File: src/rtl/buck_pwm_pkg.sv
// Shared constants, channel state encoding and duty clamp helper for the
// two-phase interleaved buck PWM generator.
package buck_pwm_pkg;

  // Default timing, all in clk cycles.
  localparam logic [15:0] DefPeriod = 16'd400;  // 4 us switching period
  localparam logic [15:0] DefPhase  = 16'd200;  // channel-1 offset, 180 degrees
  localparam logic [15:0] DefDead   = 16'd5;    // dead time between gate edges
  localparam logic [15:0] DefMaxOn  = 16'd200;  // duty ceiling
  localparam logic [15:0] DefMinOn  = 16'd4;    // shortest non-zero HS pulse

  // Per-channel gate state.
  typedef enum logic [2:0] {
    StOff  = 3'd0,
    StHsOn = 3'd1,
    StDt1  = 3'd2,
    StLsOn = 3'd3,
    StDt2  = 3'd4
  } chan_state_e;

  // Clamp a requested on-time: cap at max_on, and drop pulses too short to
  // switch cleanly to zero.
  function automatic logic [15:0] clamp_duty(input logic [15:0] req,
                                             input logic [15:0] max_on,
                                             input logic [15:0] min_on);
    logic [15:0] res;
    if (req > max_on) begin
      res = max_on;
    end else if ((req != 16'd0) && (req < min_on)) begin
      res = 16'd0;
    end else begin
      res = req;
    end
    return res;
  endfunction

endpackage

File: src/rtl/buck_pwm_channel.sv
// One buck phase: duty shadow latch with clamp, gate FSM and registered
// complementary gate outputs with dead-time insertion.
module buck_pwm_channel
  import buck_pwm_pkg::*;
#(
  parameter logic [15:0] PERIOD = DefPeriod,
  parameter logic [15:0] DEAD   = DefDead,
  parameter logic [15:0] MAX_ON = DefMaxOn,
  parameter logic [15:0] MIN_ON = DefMinOn
) (
  input  logic        clk,
  input  logic        rst_n,
  input  logic [15:0] count,         // this channel's period counter
  input  logic [15:0] duty_req,      // requested HS on-time
  input  logic        run_req,       // enable already qualified by fault latch
  input  logic        kill,          // fault input or latched fault
  output logic        hs_gate,
  output logic        ls_gate,
  output logic        period_start
);

  logic [15:0] duty_q;
  logic        run_q;
  logic        latch_pt;
  chan_state_e state_q, state_d;
  chan_state_e region;
  logic        hs_q, hs_d;
  logic        ls_q, ls_d;
  logic        ps_q;

  assign latch_pt = (count == (PERIOD - 16'd1));

  // Shadow duty and run flag; sampled once per period on its last cycle.
  always_ff @(posedge clk) begin
    if (!rst_n) begin
      duty_q <= 16'd0;
      run_q  <= 1'b0;
    end else if (latch_pt) begin
      duty_q <= clamp_duty(duty_req, MAX_ON, MIN_ON);
      run_q  <= run_req;
    end
  end

  // Where in the period the counter sits for the current shadow duty.
  // With duty 0 the first compare never hits, so DT1 opens the period.
  always_comb begin
    region = StDt2;
    if (count < duty_q) begin
      region = StHsOn;
    end else if (count < (duty_q + DEAD)) begin
      region = StDt1;
    end else if (count < (PERIOD - DEAD)) begin
      region = StLsOn;
    end else begin
      region = StDt2;
    end
  end

  // State register.
  always_ff @(posedge clk) begin
    if (!rst_n) begin
      state_q <= StOff;
    end else begin
      state_q <= state_d;
    end
  end

  // Next state: fault wins, a period start decides run/off, an idle channel
  // stays idle until the next period start.
  always_comb begin
    state_d = state_q;
    if (kill) begin
      state_d = StOff;
    end else if (count == 16'd0) begin
      state_d = run_q ? region : StOff;
    end else if (state_q == StOff) begin
      state_d = StOff;
    end else begin
      state_d = region;
    end
  end

  // Gate decode from the next state; only one state drives each gate, so
  // HS and LS can never be high together.
  always_comb begin
    hs_d = 1'b0;
    ls_d = 1'b0;
    unique case (state_d)
      StHsOn:  hs_d = 1'b1;
      StLsOn:  ls_d = 1'b1;
      default: begin
        hs_d = 1'b0;
        ls_d = 1'b0;
      end
    endcase
  end

  // Registered gates and period-start pulse.
  always_ff @(posedge clk) begin
    if (!rst_n) begin
      hs_q <= 1'b0;
      ls_q <= 1'b0;
      ps_q <= 1'b0;
    end else begin
      hs_q <= hs_d;
      ls_q <= ls_d;
      ps_q <= (count == 16'd0);
    end
  end

  assign hs_gate      = hs_q;
  assign ls_gate      = ls_q;
  assign period_start = ps_q;

endmodule

File: src/rtl/buck_pwm_generator.sv
// Two-phase interleaved buck PWM generator: master and 180-degree period
// counters, sticky fault latch, and two gate-drive channels.
module buck_pwm_generator
  import buck_pwm_pkg::*;
#(
  parameter logic [15:0] PERIOD = DefPeriod,
  parameter logic [15:0] PHASE  = DefPhase,
  parameter logic [15:0] DEAD   = DefDead,
  parameter logic [15:0] MAX_ON = DefMaxOn,
  parameter logic [15:0] MIN_ON = DefMinOn
) (
  input  logic        clk,
  input  logic        rst_n,
  input  logic        enable,
  input  logic        fault,
  input  logic        fault_clr,
  input  logic [15:0] inductor_charging_time,
  output logic [15:0] timer_buck_4us_0,
  output logic [15:0] timer_buck_4us_180,
  output logic [1:0]  hs_gate,
  output logic [1:0]  ls_gate,
  output logic        fault_latched,
  output logic [1:0]  period_start
);

  // Keeping the LS window non-empty needs MAX_ON + 2*DEAD <= PERIOD.
  if ((32'(MAX_ON) + 32'd2 * 32'(DEAD)) > 32'(PERIOD)) begin : g_bad_dead_time
    $error("MAX_ON + 2*DEAD must not exceed PERIOD");
  end
  if (PHASE >= PERIOD) begin : g_bad_phase
    $error("PHASE must be below PERIOD");
  end
  if (MIN_ON > MAX_ON) begin : g_bad_min_on
    $error("MIN_ON must not exceed MAX_ON");
  end

  logic [15:0] master_q, master_d;
  logic [15:0] phase_q, phase_d;
  logic        fault_q, fault_d;
  logic        run_req;
  logic        kill;

  // Wrapping counters; the phase counter is its own register so it always
  // equals (master + PHASE) mod PERIOD without an adder on the output.
  always_comb begin
    master_d = (master_q == (PERIOD - 16'd1)) ? 16'd0 : master_q + 16'd1;
    phase_d  = (phase_q == (PERIOD - 16'd1)) ? 16'd0 : phase_q + 16'd1;
  end

  // Counter registers.
  always_ff @(posedge clk) begin
    if (!rst_n) begin
      master_q <= 16'd0;
      phase_q  <= PHASE;
    end else begin
      master_q <= master_d;
      phase_q  <= phase_d;
    end
  end

  // Fault latch next state: set beats clear, clear only with fault low.
  always_comb begin
    fault_d = fault_q;
    if (fault) begin
      fault_d = 1'b1;
    end else if (fault_clr) begin
      fault_d = 1'b0;
    end
  end

  // Fault latch register.
  always_ff @(posedge clk) begin
    if (!rst_n) begin
      fault_q <= 1'b0;
    end else begin
      fault_q <= fault_d;
    end
  end

  // Raw fault is included so the gates drop one cycle after the fault edge.
  assign kill    = fault | fault_q;
  assign run_req = enable & ~fault_q;

  buck_pwm_channel #(
    .PERIOD (PERIOD),
    .DEAD   (DEAD),
    .MAX_ON (MAX_ON),
    .MIN_ON (MIN_ON)
  ) u_ch0 (
    .clk          (clk),
    .rst_n        (rst_n),
    .count        (master_q),
    .duty_req     (inductor_charging_time),
    .run_req      (run_req),
    .kill         (kill),
    .hs_gate      (hs_gate[0]),
    .ls_gate      (ls_gate[0]),
    .period_start (period_start[0])
  );

  buck_pwm_channel #(
    .PERIOD (PERIOD),
    .DEAD   (DEAD),
    .MAX_ON (MAX_ON),
    .MIN_ON (MIN_ON)
  ) u_ch1 (
    .clk          (clk),
    .rst_n        (rst_n),
    .count        (phase_q),
    .duty_req     (inductor_charging_time),
    .run_req      (run_req),
    .kill         (kill),
    .hs_gate      (hs_gate[1]),
    .ls_gate      (ls_gate[1]),
    .period_start (period_start[1])
  );

  assign timer_buck_4us_0   = master_q;
  assign timer_buck_4us_180 = phase_q;
  assign fault_latched      = fault_q;

endmodule

File: config.mk
export PLATFORM = sky130hd
export DESIGN_NAME = buck_pwm_generator
export DESIGN_NICKNAME = d
export VERILOG_FILES = /design/src/rtl/buck_pwm_pkg.sv /design/src/rtl/buck_pwm_channel.sv /design/src/rtl/buck_pwm_generator.sv
export SDC_FILE = /design/constraint.sdc
export NUM_CORES = 1
export LEC_CHECK = 0
export BUFFER_PORTS_ARGS = -buffer_cell sky130_fd_sc_hd__buf_2
export CAP_MARGIN = 20
export CORE_ASPECT_RATIO = 1.1
export CORE_MARGIN = 2
export CORE_UTILIZATION = 55
export DETAILED_ROUTE_END_ITERATION = 8
export MAX_ROUTING_LAYER = met4
export PLACE_DENSITY_LB_ADDON = 0.15
export SKIP_CTS_REPAIR_TIMING = 1
export SLEW_MARGIN = 10
export SYNTH_ARGS = -nofsm -noshare
export SYNTH_HDL_FRONTEND = slang
export SYNTH_HIERARCHICAL = 1
export SYNTH_SLANG_ARGS = --single-unit
File: constraint.sdc
create_clock -name clk -period 3.1 [get_ports clk]
set_clock_uncertainty 0.05 [all_clocks]
set_input_delay 0.31 -clock clk [delete_from_list [all_inputs] [get_ports clk]]
set_output_delay 0.31 -clock clk [all_outputs]
set_load 0.01 [all_outputs]
# Word-level counts from Yosys, hierarchy flattened
# Cells that the tools add are included.
[totals] reg_bits=79 in_bits=21 out_inout_bits=39 wordCells=70
[op_classes] addsub=4 order_cmp=8 n_eq_ne=6 n_mux=23 bitwise=4 n_reduce_logical=9
[op_table] operator="$lt A16 B16 Y1" n=4
[op_table] operator="$mux W3" n=14
[op_table] operator="$add A16 B1 Y16 const B" n=2
[op_table] operator="$add A16 B3 Y16 const B" n=2
[op_table] operator="$eq A16 B9 Y1 const B" n=2
[op_table] operator="$logic_not A16 Y1" n=2
[op_table] operator="$lt A16 B9 Y1 const B" n=2
[op_table] operator="$mux W16" n=2
[op_table] operator="$gt A16 B8 Y1 const B" n=1
[op_table] operator="$lt A16 B3 Y1 const B" n=1
[op_table] operator="$reduce_bool A16 Y1" n=1
[op_table] operator="$mux W8" n=1
[op_table] operator="$eq A3 B1 Y1 const B" n=2
[op_table] operator="$eq A3 B2 Y1 const B" n=2
[op_table] operator="$logic_not A3 Y1" n=2
[op_table] operator="$mux W1" n=6
[op_table] operator="$reduce_or A2 Y1" n=2
[op_table] operator="$not A1 Y1" n=2
[op_table] operator="$reduce_bool A2 Y1" n=1
[op_table] operator="$and A1 B1 Y1" n=1
[op_table] operator="$logic_and A1 B1 Y1" n=1
[op_table] operator="$or A1 B1 Y1" n=1

# Longest topological paths before layout
[logic_depth] ltp_word=9 ltp_mapped=12 mapped_depth_nobuf=12

# Modules after synthesis
# Netlist, hierarchy kept.
[modules_own_cells] module="buck_pwm_channel" n_inst=2 cells_per_inst=212 area_each_um2=1820.5 seq_area_each_um2=460.4
[modules_own_cells] module="buck_pwm_generator" n_inst=1 cells_per_inst=163 area_each_um2=1437.6 seq_area_each_um2=660.6

# Least setup slack after synthesis
# Ideal clock, no wire load.
[synth_path] path_type="register -> register" startpoint="reg u_ch0.duty_q[2]" endpoint="reg u_ch0.ls_q, in the netlist u_ch0/ls_gate" setup_ns=0.080 t_arrival_ns=2.482 path_slack_ns=0.488 stages_incl_launch_ff=12 n_path_buf=0 synth_period_minus_slack_ns=2.612 cell_sequence="dfxtp_1 > a21oi_1 > nor3_1 > nand3_1 > xnor2_1 > ha_1 > and4_1 > nand4_1 > a2111oi_0 > a211oi_1 > nand2b_1 > nor3b_1"
[synth_between] elab_chain_len=9 elab_cells_between_ends=11 cone_classes="add/sub: 1; order compare: 2; eq/ne: 1; mux: 7"
[synth_lines] item="start: declaration" line_no="buck_pwm_channel.sv:22" text="logic [15:0] duty_q;"
[synth_lines] item="start signal: assignment" line_no="buck_pwm_channel.sv:39" text="duty_q <= clamp_duty(duty_req, MAX_ON, MIN_ON);"
[synth_lines] item="$add A16 B3 Y16" line_no="buck_pwm_channel.sv:50" text="end else if (count < (duty_q + DEAD)) begin"
[synth_lines] item="$lt A16 B16 Y1" line_no="buck_pwm_channel.sv:50"
[synth_lines] item="$mux W3" line_no="buck_pwm_channel.sv:50"
[synth_lines] item="$mux W3 (*)" line_no="buck_pwm_channel.sv:48" text="if (count < duty_q) begin"
[synth_lines] item="$mux W3 (on tied branches)" line_no="buck_pwm_channel.sv:76, buck_pwm_channel.sv:75"
[synth_lines] item="$mux W3 (*)" line_no="buck_pwm_channel.sv:74" text="end else if (count == 16'd0) begin"
[synth_lines] item="$mux W3 (*)" line_no="buck_pwm_channel.sv:72" text="if (kill) begin"
[synth_lines] item="$eq A3 B2 Y1 (*)" line_no="buck_pwm_channel.sv:88" text="unique case (state_d)"
[synth_lines] item="$mux W1 (*)" line_no="buck_pwm_channel.sv:88"
[synth_lines] item="end signal: assignment" line_no="buck_pwm_channel.sv:106" text="ls_q <= ls_d;"
[synth_lines] item="end: declaration" line_no="buck_pwm_channel.sv:28" text="logic ls_q, ls_d;"
# Mark *: on every way between the ends. The rest lies on a longest branch, timed or not.
# A chain may end at the register's enable or synchronous reset.

# Final worst setup path
# Ends and elaborated chain as after synthesis.

==> impl_results.md <==
* Status: completed
* Net count of the mapped netlist at 672
* Die W at ~96 µm
* Grt ovf at 0
* Via/cell ratio at 5.89
* Clock Latency Late Sink at 0.36 ns
* Diode count at 0
* Internal at 1540 µW
* Number of synthesized flops with an enable pin at 0
* All-Layer GR Usage at between 20% and 30%
* Die ar. at roughly 10000 µm²
* Main flop type after synthesis: dfxtp_1
* Switching share of power at about 23%
* Tot Pwr at 2000 µW
* Post-synthesis instance total at between 500 and 600
* Final std cells w/o fill at 770
* I/O pins at 60
* Drt wl/cell at between 15 and 20 µm
* Inst Count DP at 755
* Static Leak at ~0.0025 µW
* Core area at 8920 µm²
* Remaining DRCs at 0
* Pins Over Slew Limit at 0
* Global-route wire length before repair at 20800 µm
* Max Cap Viol at 0
* CP peak stage delay at 0.44 ns
* Area Overhead vs Synth at 12.6%
* Initial DRT Pass Iterations at 4
* Async SR Flop Fraction at 0%
* Sw Pwr at roughly 460 µW
* Root buf cell: clkbuf_8
* HP Class: in -> reg
* Number of synthesized register bits at 79
* Worst VDD drop at 0.248 mV
* CP top delay family: simple AND/OR/NAND/NOR gates
* Slew @ Worst Pin at just under 0.7 ns
* Number of global-route vias before repair at 4303
* Combinational power share at ~5.7%
* Commonest non-fill, non-tap cells in the layout: dfxtp_1 (79), ha_1 (64), nor2_1 (60)
* Setup CP Type: reg -> reg
* Final #Nets at 737
* Crit path buffers/inverters at 1
* Final hold violations at 0
* Cell variety after synth at 50
* Starting Density at 56.9%
* Layout cells sized above 1 at 14.8%
* Initial antenna violation count at 0
* DRT antenna net count at 0
* Row cnt at 36
* Sequential group share of total power at a little over half
* Detail Placement HPWL at 9680 µm
* Clock power frac at 42.2%
* Die Ht at between 100 and 150 µm
* CP Capture Type: register
* Routed WL at 12900 µm
* CTS sink cnt at 79
* Critical path required time at 3.33 ns
* Final hold slack at 0.125 ns
* CTS H-Tree Depth at 3
* CP max FO at 6
* Met1 Use GR at 30.0%
* Period utilization at 94.6%
* CTS tree: built
* Vias at 4533
* Port-buffer cells at 59
* Fmax at 341 MHz
* Slew HR at 53.6%
* Clock transition at the registers of the reported paths at roughly 0.080 ns
* Cts bufs inserted at 9
* Synthesized cell area at approximately 5100 µm²
* RD Place Congestion at 0.952
* Cells along the critical path: a21oi_1 > nor3_1 > buf_4 > nand3_1 > xnor2_1 > ha_1 > and4_1 > nand4_1 > a2111oi_2 > a211oi_2 > nand2b_1 > nor3b_1
* Endpoints failing setup at 0
* RSZ-0062 raised after global routing: yes
* Pin count of the biggest net entering global routing at 20
* Register area share after synthesis at 31.1%
* Busiest metal layer after global routing: met2
* GR Util met2 at 45.9%
* Critical Path Slowest Stage Cell: dfxtp_1
* Arr. time, crit path at 3.16 ns
* Yosys Warn Count at 6
* Avg Cell Area, Syn at 8.65 µm²
* Crit path launch type: register
* Clock Tree Buf Depth at 2
* Met3 GRT Util at 4.61%
* Final Critical Period at 2.93 ns
* Pwr dens at 350 nW/µm²
* Starting DRT DRC Count at 161
* Commonest non-fill, non-tap cell in the layout: dfxtp_1
worst register-to-register path: stages (launching register included):
cell and delay [ns]:
dfxtp_1 0.44, a21oi_1 0.13, nor3_1 0.22, buf_4 0.17, nand3_1 0.10, xnor2_1 0.14, ha_1 0.30, and4_1 0.25
nand4_1 0.14, a2111oi_2 0.43, a211oi_2 0.11, nand2b_1 0.18, nor3b_1 0.19
cells by family after synthesis:
| group | Yosys count | share of synthesized area (%) |
|---|---|---|
| flops | 79 | 31.1 |
| simple gates | 238 | 25.5 |
| mux | 2 | 0.394 |
| fa+ha+maj | 64 | 15.8 |
| buf+inv | 55 | 4.58 |
| compound gates | 94 | 13.2 |
| xor+xnor | 55 | 9.49 |
synthesized netlist by cell type (3+ instances only):
cell      number  area, µm²
or4_1          3       22.5
nand3_1       25        125
xnor2_1       49        429
buf_2          3       15.0
a21o_1        10       75.1
nor4_4         4       85.1
a31oi_1        5       31.3
a211oi_1       6       45.0
and2_1         3       18.8
o311a_1        6       60.1
o21ai_0       15       75.1
a21oi_1       20        100
nor4_1        18        113
o21a_1         3       22.5
inv_1         45        169
nand4_1       17        106
nand2b_1       5       31.3
a22oi_1        8       60.1
ha_1          64        801
and3_1        20        125
nand2_1       33        124
nor2b_1        4       25.0
dfxtp_1       79       1580
and4_1         6       52.6
buf_6          3       33.8
nor3_1        26        130
nor2_1        62        233
xor2_1         6       52.6
sequential cells by signal, summed over array words and instances (netlist names):
| name | flops |
|---|---|
| fault_latched | 1 |
| timer_buck_4us_0 | 16 |
| timer_buck_4us_180 | 16 |
| u_ch0/duty_q | 16 |
| u_ch0/hs_gate | 1 |
| u_ch0/ls_gate | 1 |
| u_ch0/period_start | 1 |
| u_ch0/run_q | 1 |
| u_ch0/state_q | 3 |
| u_ch1/duty_q | 16 |
| u_ch1/hs_gate | 1 |
| u_ch1/ls_gate | 1 |
| u_ch1/period_start | 1 |
| u_ch1/run_q | 1 |
| u_ch1/state_q | 3 |
power groups by stage:
| stage | clock network [µW] | registers [µW] | logic, µW |
|---|---|---|---|
| after global routing | 907 | 1050 | 127 |
| after global placement | 0 | 1070 | 108 |
| after detailed placement | 0 | 1070 | 111 |
| after CTS | 861 | 1040 | 111 |
| final | 845 | 1040 | 115 |
| after floorplan | 0 | 1070 | 58.6 |
cell type report:
class,instances,area (µm²)
Multi-Input combinational cell,453,3290
Inverter,47,176
Clock inverter,4,70.1
Timing Repair Buffer,62,318
Tap cell,114,143
Sequential cell,79,1580
Fill cell,790,3200
Clock buffer,11,141
metal layers:
layer | part of all wire (%) | wire, µm
met2 | 51 | 6580
met1 | 41 | 5330
met5 | 0 | 0
met4 | 3.9 | 505
met3 | 3.8 | 484
through the flow:
| stage | area [µm²] | utilization, % | setup slack [ns] | setup TNS, ns |
|---|---|---|---|---|
| global route | 5720 | 64.1 | -0.0812 | -0.132 |
| floorplan | 5080 | - | 0.488 | 0 |
| global placement | 5480 | 61.5 | 0.293 | 0 |
| finish | 5720 | 64.1 | 0.167 | 0 |
| CTS | 5690 | 63.8 | 0.214 | 0 |
| detailed placement | 5480 | 61.5 | 0.243 | 0 |
final timing paths:
check | startpoint | endpoint | slack [ns] | depth (start not counted)
worst max-delay path | u_ch0/duty_q[2] | u_ch0/ls_gate | 0.17 | 12
worst min-delay path | fault | fault_latched | 0.13 | 2
worst max register to register | u_ch0/duty_q[2] | u_ch0/ls_gate | 0.17 | 12
worst min register to register | u_ch0/duty_q[11] | u_ch0/duty_q[11] | 0.43 | 1
Power figures use the tool's default switching activity.
